File: src/rtl/pulse_meter.sv
// pulse_meter: measures high width, low width and period of a single-bit
// pulse stream, counts completed periods and presents latched results with
// a one-cycle valid strobe.
// Optional feature macro: PULSE_METER_SYNC_EN (2-flop input synchronizer).
module pulse_meter #(
    parameter int unsigned W  = 8,
    parameter int unsigned CW = 16
) (
    input  logic          clock,
    input  logic          reset,
    input  logic          signal,
    output logic [W-1:0]  high_width,
    output logic [W-1:0]  low_width,
    output logic [W-1:0]  period,
    output logic          valid,
    output logic [CW-1:0] pulse_count,
    output logic          overflow,
    output logic          busy
);

    localparam logic [W-1:0] MAX      = {W{1'b1}};
    localparam logic [W-1:0] NEAR_MAX = {{(W-1){1'b1}}, 1'b0};

    typedef enum logic [1:0] {
        IDLE = 2'd0,
        HIGH = 2'd1,
        LOW  = 2'd2
    } state_t;

    state_t       state, state_nxt;
    logic         s, prev, armed, rise, fall;
    logic [W-1:0] hcnt, lcnt, hcnt_nxt, lcnt_nxt;
    logic         latch, sat_hit;
    logic [W:0]   sum;
    logic [W-1:0] period_sat;

`ifdef PULSE_METER_SYNC_EN
    logic sync1, sync2;

    // Two-flop synchronizer ahead of edge detection
    always_ff @(posedge clock) begin
        if (!reset) begin
            sync1 <= 1'b0;
            sync2 <= 1'b0;
        end else begin
            sync1 <= signal;
            sync2 <= sync1;
        end
    end

    assign s = sync2;
`else
    assign s = signal;
`endif

    assign rise = s & ~prev;
    assign fall = ~s & prev;

    // Period of the pulse being closed, clamped to the result width
    assign sum        = {1'b0, hcnt} + {1'b0, lcnt};
    assign period_sat = sum[W] ? MAX : sum[W-1:0];

    // State register
    always_ff @(posedge clock) begin
        if (!reset) state <= IDLE;
        else        state <= state_nxt;
    end

    // Next state, counter updates and result-latch request
    always_comb begin
        state_nxt = state;
        hcnt_nxt  = hcnt;
        lcnt_nxt  = lcnt;
        latch     = 1'b0;
        sat_hit   = 1'b0;
        case (state)
            IDLE: begin
                // armed: a low has been seen since reset, so a level that is
                // already high out of reset never counts as a rise
                if (rise && armed) begin
                    state_nxt = HIGH;
                    hcnt_nxt  = W'(1);
                    lcnt_nxt  = '0;
                end
            end
            HIGH: begin
                if (fall) begin
                    state_nxt = LOW;
                    lcnt_nxt  = W'(1);
                end else if (s && hcnt != MAX) begin
                    hcnt_nxt = hcnt + W'(1);
                    sat_hit  = (hcnt == NEAR_MAX);
                end
            end
            LOW: begin
                if (rise) begin
                    state_nxt = HIGH;
                    latch     = 1'b1;
                    hcnt_nxt  = W'(1);
                    lcnt_nxt  = '0;
                end else if (!s && lcnt != MAX) begin
                    lcnt_nxt = lcnt + W'(1);
                    sat_hit  = (lcnt == NEAR_MAX);
                end
            end
            default: state_nxt = IDLE;
        endcase
    end

    // Sampling, counters and registered result outputs
    always_ff @(posedge clock) begin
        if (!reset) begin
            prev        <= 1'b0;
            armed       <= 1'b0;
            hcnt        <= '0;
            lcnt        <= '0;
            high_width  <= '0;
            low_width   <= '0;
            period      <= '0;
            valid       <= 1'b0;
            pulse_count <= '0;
            overflow    <= 1'b0;
            busy        <= 1'b0;
        end else begin
            prev     <= s;
            armed    <= armed | ~s;
            hcnt     <= hcnt_nxt;
            lcnt     <= lcnt_nxt;
            valid    <= latch;
            overflow <= overflow | sat_hit;
            busy     <= (state_nxt != IDLE);
            if (latch) begin
                high_width  <= hcnt;
                low_width   <= lcnt;
                period      <= period_sat;
                pulse_count <= pulse_count + CW'(1);
            end
        end
    end

endmodule

File: config.mk
export PLATFORM = sky130hd
export DESIGN_NAME = pulse_meter
export DESIGN_NICKNAME = d
export VERILOG_FILES = /design/src/rtl/pulse_meter.sv
export SDC_FILE = /design/constraint.sdc
export NUM_CORES = 1
export LEC_CHECK = 0
export BUFFER_PORTS_ARGS = -buffer_cell sky130_fd_sc_hd__buf_2
export CAP_MARGIN = 20
export CORE_MARGIN = 3
export CORE_UTILIZATION = 56
export DETAILED_ROUTE_END_ITERATION = 6
export PLACE_DENSITY = 0.87
export SLEW_MARGIN = 20
export SYNTH_ARGS = -nofsm -noshare
export SYNTH_HDL_FRONTEND = slang
export SYNTH_SLANG_ARGS = --single-unit
File: constraint.sdc
create_clock -name clock -period 2.83 [get_ports clock]
set_input_delay 0.4245 -clock clock [delete_from_list [all_inputs] [get_ports clock]]
set_output_delay 0.4245 -clock clock [all_outputs]
set_load 0.01 [all_outputs]
==> qor.yml, run 1 <==
die:
  start_util_pct: 58.89
  io_pins: 46
  die_h_um: 79.99
  dieArea_um2: 6398
  num_rows: 26
  coreArea_um2: 5205
  die_w_um: 79.99
final_layout:
  drive_gt1_share_pct: 17.66
  fill_cells: 429
  area_growth_pct: 16.33
  multiInputGateArea_um2: 1705
  nets: 435
  stdcell_area_um2: 3566
  n_antenna_cell: 0
  seq_area_um2: 1261
  utilization_pct: 68.51
drt:
  via_per_inst: 5.714
  highest_layer: "met4"
  wl_met2_mm: 3.412
  first_pass_iters: 5
  wl_mm: 7.268
  first_iter_violations: 285
  wl_met3_um: 470
  wl_met1_mm: 3.222
  drc: 0
  avgRoutedWirePerCell_um: 14.86
  dr_total_vias: 2794
  ant_nets: 0
yosys:
  yosys-top-cells-count: "dfxtp_1 (63), nand2_1 (59), a21oi_1 (40)"
  syn_inst: 368
  yosysWarnings: 0
  async_reset_ff_share_pct: 0
  yosysTopAreaCell: "dfxtp_1"
  synth.net_count: 389
  syn_area_per_cell_um2: 8.330
  ys_seq_area_share_pct: 41.14
  synth_area_leaders: "dfxtp_1 (41%), nand2_1 (7.2%), ha_1 (6.9%)"
  ys_seq_elements: 63
  synthMostInstantiatedCell: "dfxtp_1"
  yosys.area.top_type_share_pct: 41.14
  syn_area_um2: 3065
  synth-main-ff-cell: "dfxtp_1"
  ys_types: 43
  synth-edff-count: 0
worst_setup_path:
  path_common_cell: "a21oi_1"
  reg2regPathDepth: 7
  critPathMaxStageDelay_ns: 0.44
  crit_buf_inv: 0
  cp.required_ns: 3.05
  cp-end-kind: "flop"
  path_class: "reg2reg"
  r2r_start: "hcnt[0]"
  rr_endpoint: "period[0]"
  critPathSlowestCell: "a21oi_1"
  cp_max_fo: 8
  worstSetupStartpointType: "flop"
  path_delay_family: "compound AO/OA/AOI/OAI gates"
  arrival_ns: 2.65
  r2r_slack_ns: 0.40
  crit_chain: "ha_1 > fa_1 > a21o_1 > a21oi_1 > o21ai_0 > a21oi_1 > a21oi_1"
power_and_ir_drop:
  ir_worst_vdd_mv: 0.4294
  fin_total_pwr_mw: 1.822
  p_seq_share_pct: 49.7
  p_leak_nw: 1.470
  p_int_mw: 1.366
  comb_power_share_pct: 6.0
  p_clk_share_pct: 44.3
  p_sw_mw: 0.4562
  p_sw_share_pct: 25.04
  pwr_density_cell_nw_per_um2: 510.9
timing:
  skew_ns: 0.007550
  fin_setup_tns_ns: 0
  fmax_mhz: 410.8
  slew_headroom_pct: 51.70
  rsz0062_at_grt: "no"
  worst_slew_pin_slew_ns: 0.7244
  final_hold_viol_count: 0
  setup_viol: 0
  drv_slew: 0
  finalCritPeriodShare_pct: 86.02
  fin_crit_ns: 2.434
global_routing:
  grt_pass1_wl_mm: 11.77
  grt_pass1_vias: 2517
  grt_max_degree: 22
  overflow: 0
  antenna_found_initial: 0
  grt.total_usage_pct: 24.04
job:
  drv_cap: 0
placement:
  placed_area_um2: 3358
  gp_congestion: 0.9263
  numPortBuffers: 45
  dpl.hpwl_mm: 4.977
status:
  outcome: "complete, no violations"
worst_hold_path:
  holdCritPathClass: "reg2reg"
  min_to: "low_width[6]"
  hold_depth: 2
  worstHoldStart: "low_width[6]"
clock_tree:
  clkLatencyLatePin_ns: 0.35
  clock_sinks: 63
  cts_tree: "done"
  cts-buffers-inserted: 9
  post_cts_resized: 0
  ctsHoldBuffers: 0
  htree_levels: 3
  clk_path_buf_depth: 2
  root_buffer: "clkbuf_8"
  clkTransAtPathRegs_ns: 0.08
  post_cts_buffers: 0
placed cells by master (no fill, tap or decap), types with 2 or more instances in the layout:
cell	count
buf_4	5
o211ai_1	5
nor2b_1	2
a21oi_1	40
a31oi_1	6
and2b_1	3
xnor2_1	7
a311oi_1	4
nand2b_1	6
clkinvlp_4	3
or3_1	2
nor3_1	6
clkinv_4	2
buf_2	45
dfxtp_1	63
o31ai_1	2
nand2_1	59
and2_1	3
nor2_1	31
clkbuf_8	10
or2_2	3
o21bai_1	2
xor2_1	16
o2111ai_1	2
and3_1	6
ha_1	17
nor4_1	2
nand3b_1	3
a21o_1	3
o21ai_0	23
and4_1	2
inv_1	11
nand4_1	4
nand3_1	7
a211oi_1	3
through the flow:
step | setup slack (ns) | hold slack, ns | std cells
floorplan | 0.7107 | 0.4475 | 368
detailed placement | 0.4560 | 0.4443 | 473
global route | 0.2105 | 0.4643 | 489
global placement | 0.5684 | 0.4374 | 473
CTS | 0.4363 | 0.4348 | 489
finish | 0.3955 | 0.4530 | 489
layer usage:
metal	up-vias	global-route usage (%)
li1	1376	-
met1	1286	30.96
met2	116	36.84
met3	16	7.223
met4	0	10.98
met5	-	0
power groups by stage:
stage	sequential (mW)	clock, mW	combinational [mW]
after floorplan	0.924	0	0.0818
after global placement	0.924	0	0.104
after detailed placement	0.925	0	0.107
after CTS	0.905	0.825	0.108
after global routing	0.906	0.860	0.121
final	0.905	0.807	0.110
final cells by class:
class | count | area share [%]
multi-input combinational | 279 | 47.82
clock inverter | 6 | 1.965
inverter | 11 | 1.158
tap | 70 | 2.456
sequential | 63 | 35.37
timing repair buffer | 50 | 7.368
clock buffer | 10 | 3.860
worst max path at each step:
stage	from	to	cells past startpoint
5_1_grt	hcnt[0]	period[0]	7
2_1_floorplan	state[0]	lcnt[7]	7
3_5_place_dp	hcnt[0]	period[4]	7
6_report	hcnt[0]	period[0]	7
4_1_cts	hcnt[0]	period[0]	7
3_3_place_gp	hcnt[0]	period[0]	7
worst reg2reg max path: cells and delay by family (launching register included):
kind,cells,cell delay (ns)
adder cells (fa/ha/maj),2,0.69
AO/OA/AOI/OAI,5,1.23
flip-flops,1,0.39
sequential cells by signal (all words and copies together) (netlist names), 2 cells and up:
register     cells
period           8
high_width       8
hcnt             8
low_width        8
pulse_count     16
state            2
lcnt             8
kinds of logic (layout without fill, tap and decap cells):
| family | after synthesis | after routing | share of synthesized area (%) |
|---|---|---|---|
| mux | 2 | 2 | 0.6939 |
| xor+xnor | 23 | 23 | 6.571 |
| compound gates | 94 | 94 | 18.90 |
| simple gates | 142 | 142 | 21.88 |
| fa+ha+maj | 18 | 18 | 7.592 |
| flops | 63 | 63 | 41.14 |
| buf+inv | 26 | 77 | 3.224 |
Note: power is estimated with default switching activity, not from simulation.
==> inputs of run 2 (changes only) <==
- CORE_UTILIZATION: 56 -> 51
- PLACE_DENSITY: 0.87 -> 0.83
- clock period: 2.83 -> 2.2 ns (I/O delays scaled with it)
==> run 2 against run 1 <==
Net effect: clock power up 41%; cell count up 3.5%; highest routed layer unchanged; critical path type unchanged; global-route usage down 1.8 points; total power up 36%; routed wire length up 4.7%; sequential share of layout area down 1.6 points; utilization down 2.7 points; sequential power up 28%; largest power group unchanged; critical path depth unchanged; largest cell class unchanged; design area up 4.8%.
==> qor.yml, run 2 (synthesized netlist as in run 1, its figures left out) <==
status:
  outcome: "complete, no violations"
job:
  drv_cap: 0  # unchanged
worst_hold_path:
  hold_depth: 2  # unchanged
  min_to: "armed"
  worstHoldStart: "signal"
  holdCritPathClass: "in2reg"
timing:
  slew_headroom_pct: 55.51  # +3.8 points
  setup_ws_ns: 0.04209  # -0.3535 ns
  worst_slew_pin_slew_ns: 0.6666  # -0.05790 ns
  fin_setup_tns_ns: 0  # unchanged
  setup_viol: 0  # unchanged
  fmax_mhz: 463.4  # +13%
  skew_ns: 0.01129  # +0.003741 ns
  fin_crit_ns: 2.158  # -0.2765 ns
  finalCritPeriodShare_pct: 98.09  # +12 points
  drv_slew: 0  # unchanged
  final_hold_viol_count: 0  # unchanged
  whs_ns: 0.3308  # -0.1222 ns
drt:
  wl_met1_mm: 3.344  # +3.8%
  dr_total_vias: 2868  # +2.6%
  first_iter_violations: 295  # +3.5%
  wl_met3_um: 480  # +2.1%
  drc: 0  # unchanged
  avgRoutedWirePerCell_um: 15.04  # +1.2%
  wl_met2_mm: 3.654  # +7.1%
  via_per_inst: 5.668  # -0.80%
  highest_layer: "met4"
  wl_mm: 7.612  # +4.7%
  ant_nets: 0  # unchanged
  first_pass_iters: 6  # +1
power_and_ir_drop:
  pwr_density_cell_nw_per_um2: 663.3  # +30%
  p_int_mw: 1.897  # +39%
  ir_worst_vdd_mv: 0.3836  # -11%
  p_sw_share_pct: 23.49  # -1.6 points
  comb_power_share_pct: 7.2  # +1.2 points
  p_leak_nw: 1.568  # +6.7%
  p_sw_mw: 0.5823  # +28%
  p_seq_share_pct: 46.8  # -2.9 points
  p_clk_share_pct: 46.0  # +1.7 points
placement:
  place_ws_ns: 0.009199  # -0.4468 ns
  numPortBuffers: 45  # unchanged
  gp_congestion: 0.9045  # -2.4%
  placed_area_um2: 3483  # +3.7%
  dpl.hpwl_mm: 5.228  # +5.0%
final_layout:
  fill_cells: 494  # +15%
  area_growth_pct: 21.92
  nets: 450  # +3.4%
  drive_gt1_share_pct: 21.20  # +3.5 points
  n_antenna_cell: 0  # unchanged
  largest_reg_flops: 16  # unchanged
  stdcell_area_um2: 3737  # +4.8%
  layout_commonest_cell: "dfxtp_1"
  final_cell_mix: "dfxtp_1 (61), nand2_1 (59), buf_2 (45)"
  top_register: "pulse_count"
die:
  coreArea_um2: 5675  # +9.0%
  die_w_um: 83.53  # +4.4%
  io_pins: 46  # unchanged
  dieArea_um2: 6977  # +9.1%
  die_h_um: 83.53  # +4.4%
  num_rows: 27  # +3.8%
  start_util_pct: 54.01  # -4.9 points
worst_setup_path:
  worstSetupStartpointType: "flop"
  cp.required_ns: 2.47  # -0.58 ns
  path_depth: 7  # unchanged
  critical_path.startpoint: "state[0]"
  reg2regPathDepth: 7  # unchanged
  r2r_start: "state[0]"
  path_delay_family: "simple AND/OR/NAND/NOR gates"
  arrival_ns: 2.43  # -0.22 ns
  critPathSlowestCell: "or4b_4"
  critPathMaxStageDelay_ns: 0.54  # +0.10 ns
  rr_endpoint: "lcnt[7]"
  path_class: "reg2reg"
  crit_buf_inv: 1  # +1
  r2r_slack_ns: 0.04  # -0.35 ns
  crit_chain: "inv_1 > ha_1 > or4b_4 > o311ai_4 > o21ai_4 > or4_1 > a21oi_1"
  cp-end-kind: "flop"
  cp_max_fo: 5  # -3
clock_tree:
  ctsHoldBuffers: 0  # unchanged
  root_buffer: "clkbuf_8"
  clkTransAtPathRegs_ns: 0.07  # about the same
  cts-buffers-inserted: 9  # unchanged
  clk_path_buf_depth: 2  # unchanged
  htree_levels: 3  # unchanged
  cts_tree: "done"
  clkLatencyLatePin_ns: 0.34  # about the same
  clock_sinks: 63  # unchanged
global_routing:
  grt_pass1_wl_mm: 12.83  # +9.0%
  grt.total_usage_pct: 22.25  # -1.8 points
  grt_max_degree: 22  # unchanged
  antenna_found_initial: 0  # unchanged
  grt_pass1_vias: 2741  # +8.9%
  overflow: 0  # unchanged
## run 2: power by group through the flow
stage               logic [mW]  registers (mW)  clock network [mW]
finish                   0.179            1.16                1.14
global route             0.195            1.16                1.22
CTS                      0.172            1.16                1.16
detailed placement       0.169            1.19                   0
global placement         0.162            1.19                   0
floorplan                0.105            1.19                   0
## run 2: metal layers
layer	vias up	global-route usage [%]
li1	1405	-
met1	1344	29.31
met2	104	35.35
met3	15	3.850
met4	0	10.82
met5	-	0
## run 2: worst max path at each step
stage / to
CTS: lcnt[7]
floorplan: lcnt[7]
finish: lcnt[7]
detailed placement: lcnt[4]
global placement: lcnt[7]
global route: lcnt[4]
## run 2: what timing repair did
action | in CTS | in global routing
gates resized for setup | 0 | 4
pin swaps | 1 | 1
setup endpoints to repair | 1 | 5
buffers inserted | 1 | 1
endpoints found under the hold margin | 0 | 0
## run 2: final cells by class
class                      instances  area, um2  share of cell area (%)
multi-input combinational        279       1712                   45.80
sequential                        63       1264                   33.81
timing repair buffer              65      400.4                   10.71
clock buffer                      10      137.6                   3.683
clock inverter                     6      92.59                   2.477
tap                               72      90.09                   2.410
inverter                          11      41.29                   1.105
## run 2: worst reg2reg max path, cell delays in order (launching register included)
cell and delay (ns):
dfxtp_2 0.37, inv_1 0.09, ha_1 0.22, or4b_4 0.54, o311ai_4 0.15, o21ai_4 0.10
or4_1 0.48, a21oi_1 0.15
## run 2: through the flow
step | utilization, % | total power, mW | instances
finish | 65.85 | 2.479 | 506
global route | 65.85 | 2.573 | 506
CTS | 65.56 | 2.489 | 505
detailed placement | 61.38 | 1.355 | 488
global placement | 61.38 | 1.348 | 488
floorplan | - | 1.294 | 368
==> inputs of run 3 (changes only) <==
- RECOVER_POWER: not set -> 25
- REMOVE_ABC_BUFFERS: not set -> 1
- SKIP_CTS_REPAIR_TIMING: not set -> 1
==> run 3 against run 2 <==
Net effect: critical path depth unchanged; total power down 8.6%; sequential power about the same; clock-buffer cell count increased by 1; die area stayed put; sequential share of layout area is 1.1 points higher; cell count fell by 0.20%; worst hold slack got worse by 0.044 ns; routed wire length down 1.0%; critical endpoint unchanged; highest routed layer unchanged.
==> qor.yml, run 3 (synthesized netlist as in run 1, its figures left out) <==
timing:
  finalCritPeriodShare_pct: 95.67  # -2.4 points
  fin_crit_ns: 2.105  # -0.05310 ns
  setup_viol: 0  # unchanged
  slew_headroom_pct: 40.38  # -15 points
  setup_ws_ns: 0.09519  # +0.05310 ns
  drv_slew: 0  # unchanged
  skew_ns: 0.005381  # -0.005909 ns
  fmax_mhz: 475.1  # +2.5%
  final_hold_viol_count: 0  # unchanged
  rsz0062_at_grt: "yes"
  whs_ns: 0.2869  # -0.04385 ns
  worst_slew_pin_slew_ns: 0.8944  # +0.2278 ns
final_layout:
  nets: 449  # -0.22%
  area_growth_pct: 18.25
  top_register: "pulse_count"
  final_cell_mix: "dfxtp_1 (61), nand2_1 (59), a21oi_1 (39)"
  n_antenna_cell: 0  # unchanged
  multiInputGateArea_um2: 1709  # -0.15%
  layout_commonest_cell: "dfxtp_1"
  seq_area_um2: 1266  # +0.20%
  drive_gt1_share_pct: 15.24  # -6.0 points
  fill_cells: 479  # -3.0%
  largest_reg_flops: 16  # unchanged
  utilization_pct: 63.87  # -2.0 points
  fin_cells: 505  # -0.20%
worst_setup_path:
  cp_max_fo: 5  # unchanged
  cp-end-kind: "flop"
  arrival_ns: 2.38  # -0.05 ns
  cp.required_ns: 2.48  # about the same
  path_class: "reg2reg"
  worstSetupStartpointType: "flop"
power_and_ir_drop:
  fin_total_pwr_mw: 2.265  # -8.6%
  pwr_density_cell_nw_per_um2: 624.8  # -5.8%
  p_leak_nw: 1.426  # -9.1%
  ir_worst_vdd_mv: 0.4699  # +22%
placement:
  place_ws_ns: 0.02742  # +0.01822 ns
  gp_congestion: 0.9598  # +6.1%
  dpl.hpwl_mm: 5.298  # +1.3%
  numPortBuffers: 45  # unchanged
  placedCellCount: 488  # unchanged
drt:
  wl_mm: 7.535  # -1.0%
  first_pass_iters: 5  # -1
  avgRoutedWirePerCell_um: 14.92  # -0.82%
  ant_nets: 0  # unchanged
  via_per_inst: 5.709  # +0.72%
  first_iter_violations: 177  # -40%
  dr_total_vias: 2883  # +0.52%
  drc: 0  # unchanged
clock_tree:
  clock_sinks: 63  # unchanged
  cts-buffers-inserted: 9  # unchanged
  clkTransAtPathRegs_ns: 0.07  # about the same
  htree_levels: 3  # unchanged
  clk_path_buf_depth: 2  # unchanged
  cts_tree: "done"
  root_buffer: "clkbuf_8"
  clkLatencyLatePin_ns: 0.34  # about the same
die:
  io_pins: 46  # unchanged
  coreArea_um2: 5675  # unchanged
  num_rows: 27  # unchanged
  die_w_um: 83.53  # unchanged
  start_util_pct: 54.01  # unchanged
  die_h_um: 83.53  # unchanged
  dieArea_um2: 6977  # unchanged
global_routing:
  grt_pass1_vias: 2811  # +2.6%
  grt.total_usage_pct: 22.72  # +0.47 points
  antenna_found_initial: 0  # unchanged
  overflow: 0  # unchanged
  grt_max_degree: 22  # unchanged
  grt_pass1_wl_mm: 12.87  # +0.32%
worst_hold_path:
  holdCritPathClass: "in2reg"
status:
  outcome: "complete, no violations"
job:
  drv_cap: 0  # unchanged
-- run 3: changes by cell type in the layout (fill, tap and decap cells not counted), sizes merged --
cell and change:
clkinvlp +1, clkbuf +26, bufinv -2, buf -26, clkinv +1, inv -1
-- run 3: layer usage --
| layer | part of all wire (%) | up-vias | track usage [%] | wire (um) |
|---|---|---|---|---|
| li1 | - | 1403 | - | - |
| met3 | 6.2 | 26 | 5.923 | 464 |
| met4 | 3.0 | 0 | 11.55 | 224 |
| met5 | 0 | - | 0 | 0 |
| met1 | 42 | 1345 | 27.20 | 3200 |
| met2 | 48 | 109 | 37.61 | 3645 |
-- run 3: cell type report --
| class | instances | area share (%) |
|---|---|---|
| Multi-Input combinational cell | 279 | 47.15 |
| Tap cell | 72 | 2.485 |
| Clock inverter | 5 | 0.8975 |
| Sequential cell | 63 | 34.93 |
| Clock buffer | 11 | 4.177 |
| Timing Repair Buffer | 64 | 9.216 |
| Inverter | 11 | 1.139 |
-- run 3: stage by stage --
stage	area (um2)	TNS, ns
final	3625	0
after global placement	3458	0
after floorplan	3008	0
after global routing	3625	-0.01777
after CTS	3642	0
after detailed placement	3458	0
-- run 3: report_power, final --
group	leakage [nW]	internal (mW)	switching [mW]
logic	0.829	0.0696	0.104
clock network	0.0873	0.465	0.465
registers	0.510	1.15	0.00957
total	1.43	1.69	0.579
-- run 3: final timing paths --
path                  from             to  slack [ns]  cells past startpoint
min reg2reg  high_width[4]  high_width[4]        0.45                      2
min                 signal          armed        0.29                      2
max               state[0]        lcnt[7]         0.1                      7
max reg2reg       state[0]        lcnt[7]         0.1                      7
-- run 3: worst max-delay path, cell delays in order, from the launching register on --
cell	delay (ns)
dfxtp_4	0.36
inv_1	0.08
ha_1	0.23
or4b_4	0.53
o311ai_4	0.14
o21ai_4	0.10
or4_1	0.47
a21oi_1	0.13
